## src/rtl/corr_search_ctrl.sv

```systemverilog
// Code-phase search controller: drives the 127-chip PN reference and dump pulses,
// scans every code phase once, realigns to the best one and tracks lock.
module corr_search_ctrl #(
  parameter int WINDOW = 4080,
  parameter int THRESH = 192
) (
  input  logic       clk,
  input  logic       rst_n,
  input  logic       start,
  input  logic [7:0] corr_value,
  output logic       code_out,
  output logic       corr_rst,
  output logic       busy,
  output logic       done,
  output logic       locked,
  output logic [6:0] best_phase,
  output logic [7:0] best_value,
  output logic [7:0] track_value
);

  localparam int            WW       = $clog2(WINDOW);
  localparam logic [WW-1:0] WLAST    = WW'(WINDOW - 1);
  localparam logic [7:0]    LOCK_LVL = 8'(THRESH);
  localparam logic [7:0]    LOSS_LVL = 8'(THRESH >> 1);

  typedef enum logic [2:0] {IDLE, PRIME, MEASURE, ALIGN, PRIME_T, TRACK} state_t;

  state_t        state, state_nx;
  logic [6:0]    lfsr;
  logic [6:0]    k;
  logic [6:0]    align_cnt;
  logic [WW-1:0] wcnt;
  logic          sample;
  logic          miss;
  logic          slip;

  assign code_out = lfsr[0];
  assign busy     = (state != IDLE);

  always_comb begin
    state_nx = state;
    slip     = 1'b0;
    corr_rst = 1'b0;
    done     = 1'b0;
    case (state)
      IDLE: begin
        if (start) state_nx = PRIME;
      end
      PRIME: begin
        corr_rst = (wcnt == WLAST);
        if (sample) state_nx = MEASURE;
      end
      MEASURE: begin
        corr_rst = (wcnt == WLAST);
        slip     = corr_rst;
        if (sample && k == 7'd126) begin
          done     = 1'b1;
          state_nx = ALIGN;
        end
      end
      ALIGN: begin
        // ALIGN lasts max(best_phase,1) cycles; the last slip and the lock decision share a cycle
        slip = (align_cnt < best_phase);
        if ({1'b0, align_cnt} + 8'd1 >= {1'b0, best_phase})
          state_nx = (best_value >= LOCK_LVL) ? PRIME_T : IDLE;
      end
      PRIME_T: begin
        corr_rst = (wcnt == WLAST);
        if (sample) state_nx = TRACK;
      end
      TRACK: begin
        corr_rst = (wcnt == WLAST);
        if (sample && corr_value < LOSS_LVL && miss) state_nx = IDLE;
      end
      default: state_nx = IDLE;
    endcase
  end

  always_ff @(posedge clk) begin
    if (!rst_n) begin
      state       <= IDLE;
      lfsr        <= 7'h7F;
      wcnt        <= '0;
      k           <= '0;
      align_cnt   <= '0;
      sample      <= 1'b0;
      miss        <= 1'b0;
      locked      <= 1'b0;
      best_phase  <= '0;
      best_value  <= '0;
      track_value <= '0;
    end else begin
      state  <= state_nx;
      sample <= corr_rst;
      // x^7+x^6+1; holding for one cycle delays the code by one chip
      if (!slip) lfsr <= {lfsr[5:0], lfsr[6] ^ lfsr[5]};
      if (state == IDLE || state == ALIGN || wcnt == WLAST)
        wcnt <= '0;
      else
        wcnt <= wcnt + WW'(1);
      align_cnt <= (state == ALIGN) ? align_cnt + 7'd1 : 7'd0;

      if (state == IDLE && start) begin
        best_value <= '0;
        best_phase <= '0;
        k          <= '0;
      end

      // strict compare keeps the lowest phase on ties
      if (state == MEASURE && sample) begin
        if (corr_value > best_value) begin
          best_value <= corr_value;
          best_phase <= k;
        end
        k <= k + 7'd1;
      end

      if (state == ALIGN && state_nx == PRIME_T) locked <= 1'b1;
      if (state == PRIME_T) miss <= 1'b0;

      if (state == TRACK && sample) begin
        track_value <= corr_value;
        if (corr_value < LOSS_LVL) begin
          if (miss) begin
            locked <= 1'b0;
            miss   <= 1'b0;
          end else begin
            miss <= 1'b1;
          end
        end else begin
          miss <= 1'b0;
        end
      end
    end
  end

endmodule

```

## config.mk

```make
export PLATFORM = sky130hd
export DESIGN_NAME = corr_search_ctrl
export DESIGN_NICKNAME = d
export VERILOG_FILES = /design/src/rtl/corr_search_ctrl.sv
export SDC_FILE = /design/constraint.sdc
export NUM_CORES = 1
export LEC_CHECK = 0
export ABC_AREA = 0
export BUFFER_PORTS_ARGS = -buffer_cell sky130_fd_sc_hd__buf_2
export CAP_MARGIN = 20
export CORE_MARGIN = 1.5
export CORE_UTILIZATION = 56
export DETAILED_ROUTE_END_ITERATION = 10
export GPL_TIMING_DRIVEN = 0
export HOLD_SLACK_MARGIN = 0.15
export PLACE_DENSITY_LB_ADDON = 0.1
export SKIP_CTS_REPAIR_TIMING = 1
export SLEW_MARGIN = 20
export SYNTH_ARGS = -nofsm -noshare
export SYNTH_HDL_FRONTEND = slang
export SYNTH_SLANG_ARGS = --single-unit
```

## constraint.sdc

```tcl
create_clock -name clk -period 3.6 [get_ports clk]
set_input_delay 0.72 -clock clk [delete_from_list [all_inputs] [get_ports clk]]
set_output_delay 0.72 -clock clk [all_outputs]
set_load 0.01 [all_outputs]
```

* Word-level counts from Yosys, hierarchy flattened
Cells that the tools add are included.
** Storage, ports and cells
- Flip-flop bits (word level) :: 62
- Bits of input ports :: 11
- Output and inout bits :: 28
- Word-level logic and storage cells :: 74
** Operators by class
- Add/sub/neg operators :: 4
- Order comparisons :: 5
- Equal/unequal tests :: 8
- Multiplexer cells :: 28
- Bitwise logic cells :: 2
- Reduce and logical (&&, ||, !) cells :: 16
** Operator list (count)
- $mux W7 :: 5
- $mux W8 :: 3
- $mux W3 :: 7
- $pmux W3 S6 :: 1
- $add A7 B1 Y7 const B :: 2
- $add A12 B1 Y12 const B :: 1
- $eq A12 B12 Y1 const B :: 1
- $mux W1 :: 11
- $eq A3 B3 Y1 const B :: 3
- $add A7 B1 Y8 const B :: 1
- $ge A8 B7 Y1 :: 1
- $ge A8 B8 Y1 const B :: 1
- $gt A8 B8 Y1 :: 1
- $lt A8 B7 Y1 const B :: 1
- $eq A7 B7 Y1 const B :: 1
- $logic_and A1 B1 Y1 :: 7
- $lt A7 B7 Y1 :: 1
- $eq A3 B2 Y1 const B :: 2
- $reduce_bool A2 Y1 :: 2
- $reduce_or A4 Y1 :: 1
- $eq A3 B1 Y1 const B :: 1
- $logic_not A3 Y1 :: 1
- $reduce_bool A3 Y1 :: 1
- $logic_or A1 B1 Y1 :: 2
- 5 further kinds :: 5

* Longest topological paths before layout
Gate-level depths: netlist of run 1.
- Word-level depth :: 11
- Gate-level depth with buffers :: 9
- Depth with buffers taken out :: 9

* Worst setup path before layout of run 1
OpenSTA, ideal clock, no wires.
- Path type :: input port to flip-flop
- Start :: input corr_value[6]
- End :: register best_phase[0]
- Setup time :: 72 ps
- Data arrival time :: 2006 ps
- Required time :: 3528 ps
- Path slack :: 1523 ps
- Cell stages on the path :: 7
- Path buffers :: 1
- Cell sequence :: ha_1 > a21o_1 > a21oi_1 > o2111ai_1 > nand3_2 > buf_6 > mux2i_1
** On the way
- Word-level cells in the longest chain between the ends :: 3
** Ends and longest elaborated chain
- start, declared :: line 10 : input logic [7:0] corr_value,
- $gt A8 B8 Y1 :: line 111 : if (corr_value > best_value) begin
- $mux W7 :: line 111
- $mux W7 :: line 110 : if (state == MEASURE && sample) begin
- end signal, assigned :: line 113 : best_phase <= k;
- end, declared :: line 16 : output logic [6:0] best_phase,
No other way between the ends.
A chain may end at the register's enable or synchronous reset.

* Final worst setup path of run 1
- Start :: register sample
- End :: output done
** On the way
- Word-level cells in the longest chain between the ends :: 3
** Ends and longest elaborated chain
- start, declared :: line 33 : logic sample;
- start signal, assigned :: line 94 : sample <= corr_rst;
- $logic_and A1 B1 Y1 :: line 56 : if (sample && k == 7'd126) begin
- $mux W1 :: line 56
- $mux W1 :: line 45 : case (state)
- end, declared :: line 14 : output logic done,
No other way between the ends.

==> results of run 1 <==
-- synthesized netlist by cell type (all sizes together), types with 2 or more instances --
| cell | count |
|---|---|
| a21o | 4 |
| inv | 22 |
| nand3b | 2 |
| nor2b | 7 |
| nand3 | 30 |
| xnor2 | 5 |
| nor2 | 38 |
| nand4 | 3 |
| nand2 | 48 |
| dfxtp | 62 |
| nand2b | 3 |
| o21ai | 8 |
| and4 | 3 |
| o211ai | 2 |
| a21oi | 27 |
| or3 | 2 |
| xor2 | 12 |
| nor3 | 4 |
| o2111ai | 3 |
| and3 | 4 |
| ha | 26 |
| o21a | 2 |
| buf | 9 |
| clkbuf | 5 |
| a21boi | 2 |
| mux2i | 22 |
-- worst max-delay path: stages, from the launching register on --
cell,delay [ns]
dfxtp_1,0.40
and4bb_1,0.25
buf_6,0.15
nand4_4,0.11
nor2_1,0.22
buf_2,0.17
-- cell type report --
cell class	count	area (sq um)	area share
plain buffers	14	75.1	0.0206
clock buffers	13	169	0.0465
clock inverters	1	5.00	0.00138
multi-input cells	271	1780	0.490
inverters	22	82.6	0.0227
repair buffers	38	190	0.0523
flip-flops and latches	62	1240	0.341
well taps	72	90.1	0.0248
-- state kept, by name, indices dropped and copies added (netlist names) --
signal and count:
wcnt 12, best_value 8, track_value 8, align_cnt 7
best_phase 7, k 7, lfsr 7, state 3
locked 1, miss 1, sample 1
-- cells by family after synthesis --
| family | after synthesis | share of synthesized area |
|---|---|---|
| xor gates and xnor gates | 17 | 0.0468 |
| muxes | 22 | 0.0692 |
| buffers and inverters | 36 | 0.0495 |
| AOI/OAI and AO/OA | 56 | 0.112 |
| and+or+nand+nor | 150 | 0.230 |
| DFF | 62 | 0.390 |
| adders and majority gates | 26 | 0.102 |
-- through the flow --
step	utilization	power [mW]	hold slack, ns	cells
floorplan	-	0.748	0.413	369
global placement	0.629	0.771	0.425	479
detailed placement	0.629	0.773	0.442	479
CTS	0.660	1.31	0.454	493
global route	0.660	1.36	0.472	493
finish	0.660	1.31	0.452	493
-- path summary, 6_finish.rpt --
| path | end | slack [ns] | cells past startpoint |
|---|---|---|---|
| max | done | 1.24 | 5 |
| min | track_value[7]$_SDFFE_PN0P_ | 0.45 | 2 |
| max reg2reg | state[2]$_SDFF_PN0_ | 1.33 | 8 |
| min reg2reg | track_value[7]$_SDFFE_PN0P_ | 0.45 | 2 |
-- report_power, final --
part	total (mW)	switching [mW]	internal, mW	leakage, nW
combinational	0.0656	0.0441	0.0215	1.06
clock	0.554	0.256	0.298	0.0914
sequential	0.692	0.00203	0.690	0.501
total	1.31	0.302	1.01	1.65
-- layer usage --
metal | global-route usage | vias up
met5 | 0 | -
met1 | 0.333 | 1241
met4 | 0.0821 | 0
li1 | - | 1372
met2 | 0.399 | 46
met3 | 0.0419 | 8
==> metrics.cfg, run 1 <==
[clocking]
cts_buffer_depth=2
cts_tree=yes
clock_latency_ns=0.34
cts_max_level=3
cts_inserted_buffers=9
cts.sinks=62
cts_root_buf=clkbuf_8
path_clk_slew_ns=0.06

[synth]
synth_seq_cells=62
syn_nets=406
synth_top_area_frac=0.390
synth_top_cell_by_area=dfxtp_1
yosysUniqueCellTypes=47
synth.avg_cell_area_sq_um=8.62
syn_inst=369
synth-edff-count=0
synth_warnings=0
synth.area.top_cells=dfxtp_1 39%, ha_1 10%, mux2i_1 6.9%
ys.flop_type=dfxtp_1
synth_area_sq_um=3180
seq_area_frac_synth=0.390
synth_async_sr_flop_share=0

[global_routing]
grt_pass1_wl_microns=11800
grt_overflow=0
grt_max_degree=11
grt_antenna_before_repair=0
globalRouteTotalUtil=0.246
grt_pass1_vias=2520

[sta]
setup_slack_ns=1.24
hold_viol=0
rsz0062_at_grt=no
finalSetupViolations=0
min_period_over_period=0.657
min_period_ns=2.36
fmax_mhz=423
fin_setup_tns_ns=0
maxSlewViolCount=0
tightest_slew_ns=0.559
fin_skew_ns=0.00939
relSlewSlack=0.628

[floorplanning]
dieWidth_microns=78.4
coreArea_sq_um=5510
std_cell_rows=27
die_h_microns=78.4
start_util=0.578
die_area_sq_um=6140
ioPinCount=39

[setup_path]
arrival_ns=1.64
startpoint=sample$_SDFF_PN0_
cp_max_fo=8
start_kind=flip-flop
end_kind=output port
crit_type=flip-flop to output port
cp.required_ns=2.88
r2r_start=align_cnt[0]$_SDFF_PN0_

[route]
dr_wl_met2_microns=3260
drtAntennaViolNets=0
first_pass_iters=4
drt-wirelength-per-cell_microns=14.3
via_per_inst=5.41
dr.max_layer_used=met4
vias=2667
drtIter0Drc=124
drt-met1-wl_microns=3450
wl_met3_microns=256
drcViolationCount=0
totalWireLength_microns=7040

[job]
drv_cap=0

[placement]
routabilityCongestion=0.898
pre_cts_ws_ns=1.23
dp_hpwl_microns=5140
io_buffers=38
place_area_sq_um=3460

[min_path]
min_from=track_value[7]$_SDFFE_PN0P_
hold_class=flip-flop to flip-flop

[finish]
area_growth_pct=14.3
fill_cells=502
diodes=0
fin_area_sq_um=3640
most-common-layout-cells=62 x dfxtp_1, 48 x nand2_1, 44 x buf_2
final_layout_size_suffix_gt1_frac=0.157
fin_nets=455
final_common_cell=dfxtp_1

[run_status]
status=finished clean

[pwr]
p_leak_nw=1.65
p_per_area_nw_per_um2=361
ir_drop_v=0.000252

Power figures use the tool's default switching activity.
==> run 2, diff against run 1 <==
==> constraint.sdc (replaced) <==
create_clock -name clk -period 2.35 [get_ports clk]
set_input_delay 0.47 -clock clk [delete_from_list [all_inputs] [get_ports clk]]
set_output_delay 0.47 -clock clk [all_outputs]
set_load 0.01 [all_outputs]
==> run 2 against run 1 <==
  * Clock power up 52%
  * Die area unchanged
  * Critical path depth up 3
  * Total power up 53%
  * Sequential cell count unchanged
  * Global-route usage unchanged
  * Cell area up 0.24%
  * Combinational power up 52%
  * Via count down 0.41%
  * First-iteration DRC count up 21%
==> metrics.cfg, run 2 (same netlist as run 1, synthesis figures left out) <==
[run_status]
status=finished clean

[global_routing]
grt_max_degree=11  ; unchanged
grt_overflow=0  ; unchanged
grt_antenna_before_repair=0  ; unchanged
grt_pass1_wl_microns=11800  ; unchanged
grt_pass1_vias=2520  ; unchanged
globalRouteTotalUtil=0.246  ; unchanged

[sta]
setup_slack_ns=0.167  ; -1.07 ns
fin_skew_ns=0.00879  ; -0.000603 ns
fmax_mhz=458
rsz0062_at_grt=yes
min_period_ns=2.18
relSlewSlack=0.633  ; +0.00530
whs_ns=0.400  ; -0.0523 ns
fin_setup_tns_ns=0  ; unchanged
finalSetupViolations=0  ; unchanged
min_period_over_period=0.929
maxSlewViolCount=0  ; unchanged
tightest_slew_ns=0.551  ; -0.00794 ns
hold_viol=0  ; unchanged

[clocking]
clock_latency_ns=0.33  ; about the same
cts_max_level=3  ; unchanged
cts_root_buf=clkbuf_8
path_clk_slew_ns=0.07  ; about the same
cts_buffer_depth=2  ; unchanged
cts.sinks=62  ; unchanged
cts_inserted_buffers=9  ; unchanged
cts_tree=yes

[setup_path]
rr_worst_depth=8  ; unchanged
startpoint=align_cnt[2]$_SDFF_PN0_
slowest_delay_ns=0.41  ; about the same
worstPathCellList=nand3_1 > nor2_1 > xor2_1 > ha_1 > a21o_1 > a221oi_1 > nor2b_2 > o21ai_0
end_kind=flip-flop
cp.required_ns=2.56  ; -0.32 ns
arrival_ns=2.39  ; +0.75 ns
reg2reg_slack_ns=0.17  ; -1.16 ns
start_kind=flip-flop
r2r_start=align_cnt[2]$_SDFF_PN0_
crit_end=state[2]$_SDFF_PN0_
crit_type=flip-flop to flip-flop
slowest_stage=dfxtp_1
cp_max_fo=5  ; -3
reg2reg_to=state[2]$_SDFF_PN0_

[finish]
final_common_cell=dfxtp_1
fin_nets=455  ; unchanged
largest_register_ffs=12  ; unchanged
fin_area_sq_um=3640  ; +0.24%
fill_cells=503  ; +0.20%
area_growth_pct=14.5
reg.largest.list=wcnt (12), best_value (8), track_value (8)
final_layout_size_suffix_gt1_frac=0.164  ; +0.00713
most-common-layout-cells=61 x dfxtp_1, 48 x nand2_1, 44 x buf_2
regMostFlops=wcnt
stdcell_count=493  ; unchanged
diodes=0  ; unchanged

[floorplanning]
coreArea_sq_um=5510  ; unchanged
die_area_sq_um=6140  ; unchanged
start_util=0.578  ; unchanged
ioPinCount=39  ; unchanged
dieWidth_microns=78.4  ; unchanged
die_h_microns=78.4  ; unchanged
std_cell_rows=27  ; unchanged

[pwr]
p_leak_nw=1.65  ; +0.25%
ir_drop_v=0.000387  ; +53%
p_per_area_nw_per_um2=550  ; +52%

[placement]
routabilityCongestion=0.898  ; unchanged
io_buffers=38  ; unchanged
dp_hpwl_microns=5140  ; unchanged
dp.cells=479  ; unchanged
place_area_sq_um=3460  ; unchanged
pre_cts_ws_ns=0.120  ; -1.11 ns

[route]
drcViolationCount=0  ; unchanged
first_pass_iters=4  ; unchanged
via_per_inst=5.39  ; -0.41%
drt-wirelength-per-cell_microns=14.2  ; -0.64%
drtIter0Drc=150  ; +21%
vias=2656  ; -0.41%
drtAntennaViolNets=0  ; unchanged
totalWireLength_microns=7000  ; -0.64%

[min_path]
hold_class=input port to flip-flop

[job]
drv_cap=0  ; unchanged

==> run 2: changes by cell type in the layout (fill, tap and decap cells not counted) <==
cell	delta
dfxtp_1	-1
dfxtp_2	+1
nor2b_1	-1
nor3b_2	+1
nor2b_2	+1
nor3b_1	-1
==> run 2: layout make-up <==
type	instances	area, sq um	area share
plain buffers	14	75.1	0.0206
clock buffers	13	169	0.0463
clock inverters	1	5.00	0.00137
inverters	22	82.6	0.0227
multi-input cells	271	1790	0.491
flip-flops and latches	62	1240	0.341
well taps	72	90.1	0.0247
repair buffers	38	190	0.0522
==> run 2: how the worst min path moves through the flow <==
stage                            start                     endpoint  slack, ns  cells past startpoint
floorplan           wcnt[0]$_SDFF_PP0_           wcnt[0]$_SDFF_PP0_       0.41                      1
detailed placement  wcnt[0]$_SDFF_PP0_           wcnt[0]$_SDFF_PP0_       0.44                      1
global route             corr_value[2]  track_value[2]$_SDFFE_PN0P_       0.41                      3
finish                   corr_value[1]  track_value[1]$_SDFFE_PN0P_       0.40                      3
CTS                      corr_value[1]  track_value[1]$_SDFFE_PN0P_       0.40                      3
global placement    wcnt[0]$_SDFF_PP0_           wcnt[0]$_SDFF_PP0_       0.43                      1
==> run 2: routing by layer <==
metal  vias to the layer above  wire, microns  global-route usage  share of wire
met5                         -              0                   0              0
met1                      1242           3460               0.333           0.49
li1                       1372              -                   -              -
met3                         5            185              0.0419          0.026
met4                         0             65              0.0821         0.0093
met2                        37           3290               0.399           0.47
==> run 2: worst max-delay path: cells and delay by family (launching register included) <==
kind | cells | cell delay [ns]
compound gates | 3 | 0.58
xor+xnor | 1 | 0.20
fa+ha+maj | 1 | 0.28
flops | 1 | 0.41
simple gates | 3 | 0.61
==> run 2: stage by stage <==
step                       util  total power [mW]
after floorplan               -              1.15
after global placement    0.629              1.18
after detailed placement  0.629              1.18
after CTS                 0.660              2.01
after global routing      0.662              2.08
final                     0.662              2.00
==> run 2: power breakdown <==
part	internal [mW]	switching (mW)
registers	1.06	0.00318
logic	0.0329	0.0673
clock network	0.457	0.387
==> run 3, diff against run 2 <==
--- a/config.mk
+++ b/config.mk
@@ -8,8 +8,10 @@
 export ABC_AREA = 0
 export BUFFER_PORTS_ARGS = -buffer_cell sky130_fd_sc_hd__buf_2
 export CAP_MARGIN = 20
+export CELL_PAD_IN_SITES_DETAIL_PLACEMENT = 1
+export CELL_PAD_IN_SITES_GLOBAL_PLACEMENT = 1
 export CORE_MARGIN = 1.5
-export CORE_UTILIZATION = 56
+export CORE_UTILIZATION = 44
 export DETAILED_ROUTE_END_ITERATION = 10
 export GPL_TIMING_DRIVEN = 0
 export HOLD_SLACK_MARGIN = 0.15
==> run 3 against run 2 <==
  * Non-clock buffer count grew 1
  * Via count grew 2.5%
  * Worst hold slack worse by 0.0085 ns
  * Clock skew down 0.00086 ns
  * Cell area increased by 1.9%
==> metrics.cfg, run 3 (same netlist as run 1, synthesis figures left out) <==
[floorplanning]
coreArea_sq_um=6910  ; +25%
dieWidth_microns=88.0  ; +12%
start_util=0.461  ; -0.117
die_h_microns=88.0  ; +12%
std_cell_rows=30  ; +11%
die_area_sq_um=7750  ; +26%
ioPinCount=39  ; unchanged

[setup_path]
start_kind=flip-flop
cp.required_ns=2.58  ; +0.02 ns
reg2reg_slack_ns=0.13  ; -0.03 ns
crit_type=flip-flop to flip-flop
slowest_stage=dfxtp_1
end_kind=flip-flop
cp_max_fo=5  ; unchanged
crit_path_frequent_cell=ha_1
worstPathCellList=ha_1 > nand2_1 > nor2_1 > xor2_1 > ha_1 > o2111ai_1 > a21oi_2 > nor3b_2 > o311a_1
arrival_ns=2.44  ; +0.05 ns
slowest_delay_ns=0.42  ; about the same

[sta]
finalSetupViolations=0  ; unchanged
fmax_mhz=451  ; -1.5%
setup_slack_ns=0.134  ; -0.0330 ns
rsz0062_at_grt=no
fin_setup_tns_ns=0  ; unchanged
tightest_slew_ns=0.625  ; +0.0746 ns
maxSlewViolCount=0  ; unchanged
fin_skew_ns=0.00793  ; -0.000856 ns
min_period_ns=2.22  ; +0.0330 ns
min_period_over_period=0.943  ; +0.0140
hold_viol=0  ; unchanged
whs_ns=0.391  ; -0.00850 ns
relSlewSlack=0.583  ; -0.0497

[placement]
routabilityCongestion=0.831  ; -7.4%
pre_cts_ws_ns=-0.0383  ; -0.158 ns
dp.cells=503  ; +5.0%
dp_hpwl_microns=6060  ; +18%
io_buffers=38  ; unchanged

[route]
drt-wirelength-per-cell_microns=15.7  ; +10%
vias=2722  ; +2.5%
drcViolationCount=0  ; unchanged
first_pass_iters=4  ; unchanged
totalWireLength_microns=8140  ; +16%
drtIter0Drc=80  ; -47%
drtAntennaViolNets=0  ; unchanged
via_per_inst=5.23  ; -2.8%

[pwr]
ir_drop_v=0.000397  ; +2.7%
p_per_area_nw_per_um2=561  ; +2.0%
p_leak_nw=1.66  ; +0.20%

[clocking]
cts_buffer_depth=2  ; unchanged
cts_tree=yes
cts_max_level=3  ; unchanged
cts_root_buf=clkbuf_8
clock_latency_ns=0.34  ; about the same
cts.sinks=62  ; unchanged
cts_inserted_buffers=9  ; unchanged
path_clk_slew_ns=0.07  ; about the same

[global_routing]
grt_max_degree=12  ; +1
grt_pass1_wl_microns=13500  ; +15%
globalRouteTotalUtil=0.228  ; -0.0186
grt_antenna_before_repair=0  ; unchanged
grt_overflow=0  ; unchanged
grt_pass1_vias=2815  ; +12%

[job]
drv_cap=0  ; unchanged

[finish]
most-common-layout-cells=61 x dfxtp_1, 48 x nand2_1, 44 x buf_2
regMostFlops=wcnt
fill_cells=874  ; +74%
area_growth_pct=16.7
diodes=0  ; unchanged
largest_register_ffs=12  ; unchanged
final_layout_size_suffix_gt1_frac=0.177  ; +0.0130
final_common_cell=dfxtp_1
stdcell_count=520  ; +5.5%
fin_nets=456  ; +0.22%
final_util=0.538  ; -0.124
reg.largest.list=wcnt (12), best_value (8), track_value (8)

[run_status]
status=finished clean

[min_path]
hold_class=input port to flip-flop

==> run 3: worst max-delay path, delay by kind of cell, from the launching register on <==
kind            cells  cell delay [ns]
simple gates        3             0.31
fa+ha+maj           2             0.56
xor+xnor            1             0.11
flops               1             0.42
compound gates      3             0.70
==> run 3: stage by stage <==
stage	cell area [sq um]	power [mW]
2_1_floorplan	3180	1.15
3_3_place_gp	3490	1.19
3_5_place_dp	3490	1.19
4_1_cts	3680	2.11
5_1_grt	3710	2.16
6_report	3710	2.08
==> run 3: final timing paths <==
check / start / endpoint / depth (start not counted)
worst max register to register: align_cnt[0]$_SDFF_PN0_ / state[0]$_SDFF_PN0_ / 9
worst min-delay path: corr_value[1] / track_value[1]$_SDFFE_PN0P_ / 3
worst min register to register: wcnt[0]$_SDFF_PP0_ / wcnt[0]$_SDFF_PP0_ / 1
worst max-delay path: align_cnt[0]$_SDFF_PN0_ / state[0]$_SDFF_PN0_ / 9
==> run 3: layout make-up <==
type / instances / area, sq um / area share
Tap cell: 96 / 120 / 0.0323
Clock inverter: 6 / 62.6 / 0.0168
Sequential cell: 62 / 1240 / 0.335
Multi-Input combinational cell: 271 / 1810 / 0.486
Clock buffer: 10 / 128 / 0.0344
Timing Repair Buffer: 39 / 198 / 0.0532
Buffer: 14 / 75.1 / 0.0202
Inverter: 22 / 82.6 / 0.0222
==> run 3: metal layers <==
metal	part of all wire	track usage	up-vias
met1	0.48	0.290	1313
met2	0.48	0.391	27
met4	0.015	0.0838	0
met3	0.022	0.0330	11
li1	-	-	1371
met5	0	0	-
==> run 3: power breakdown <==
part           internal [mW]  switching (mW)
clock                  0.486           0.430
combinational         0.0331          0.0742
sequential              1.06         0.00304
total                   1.58           0.507
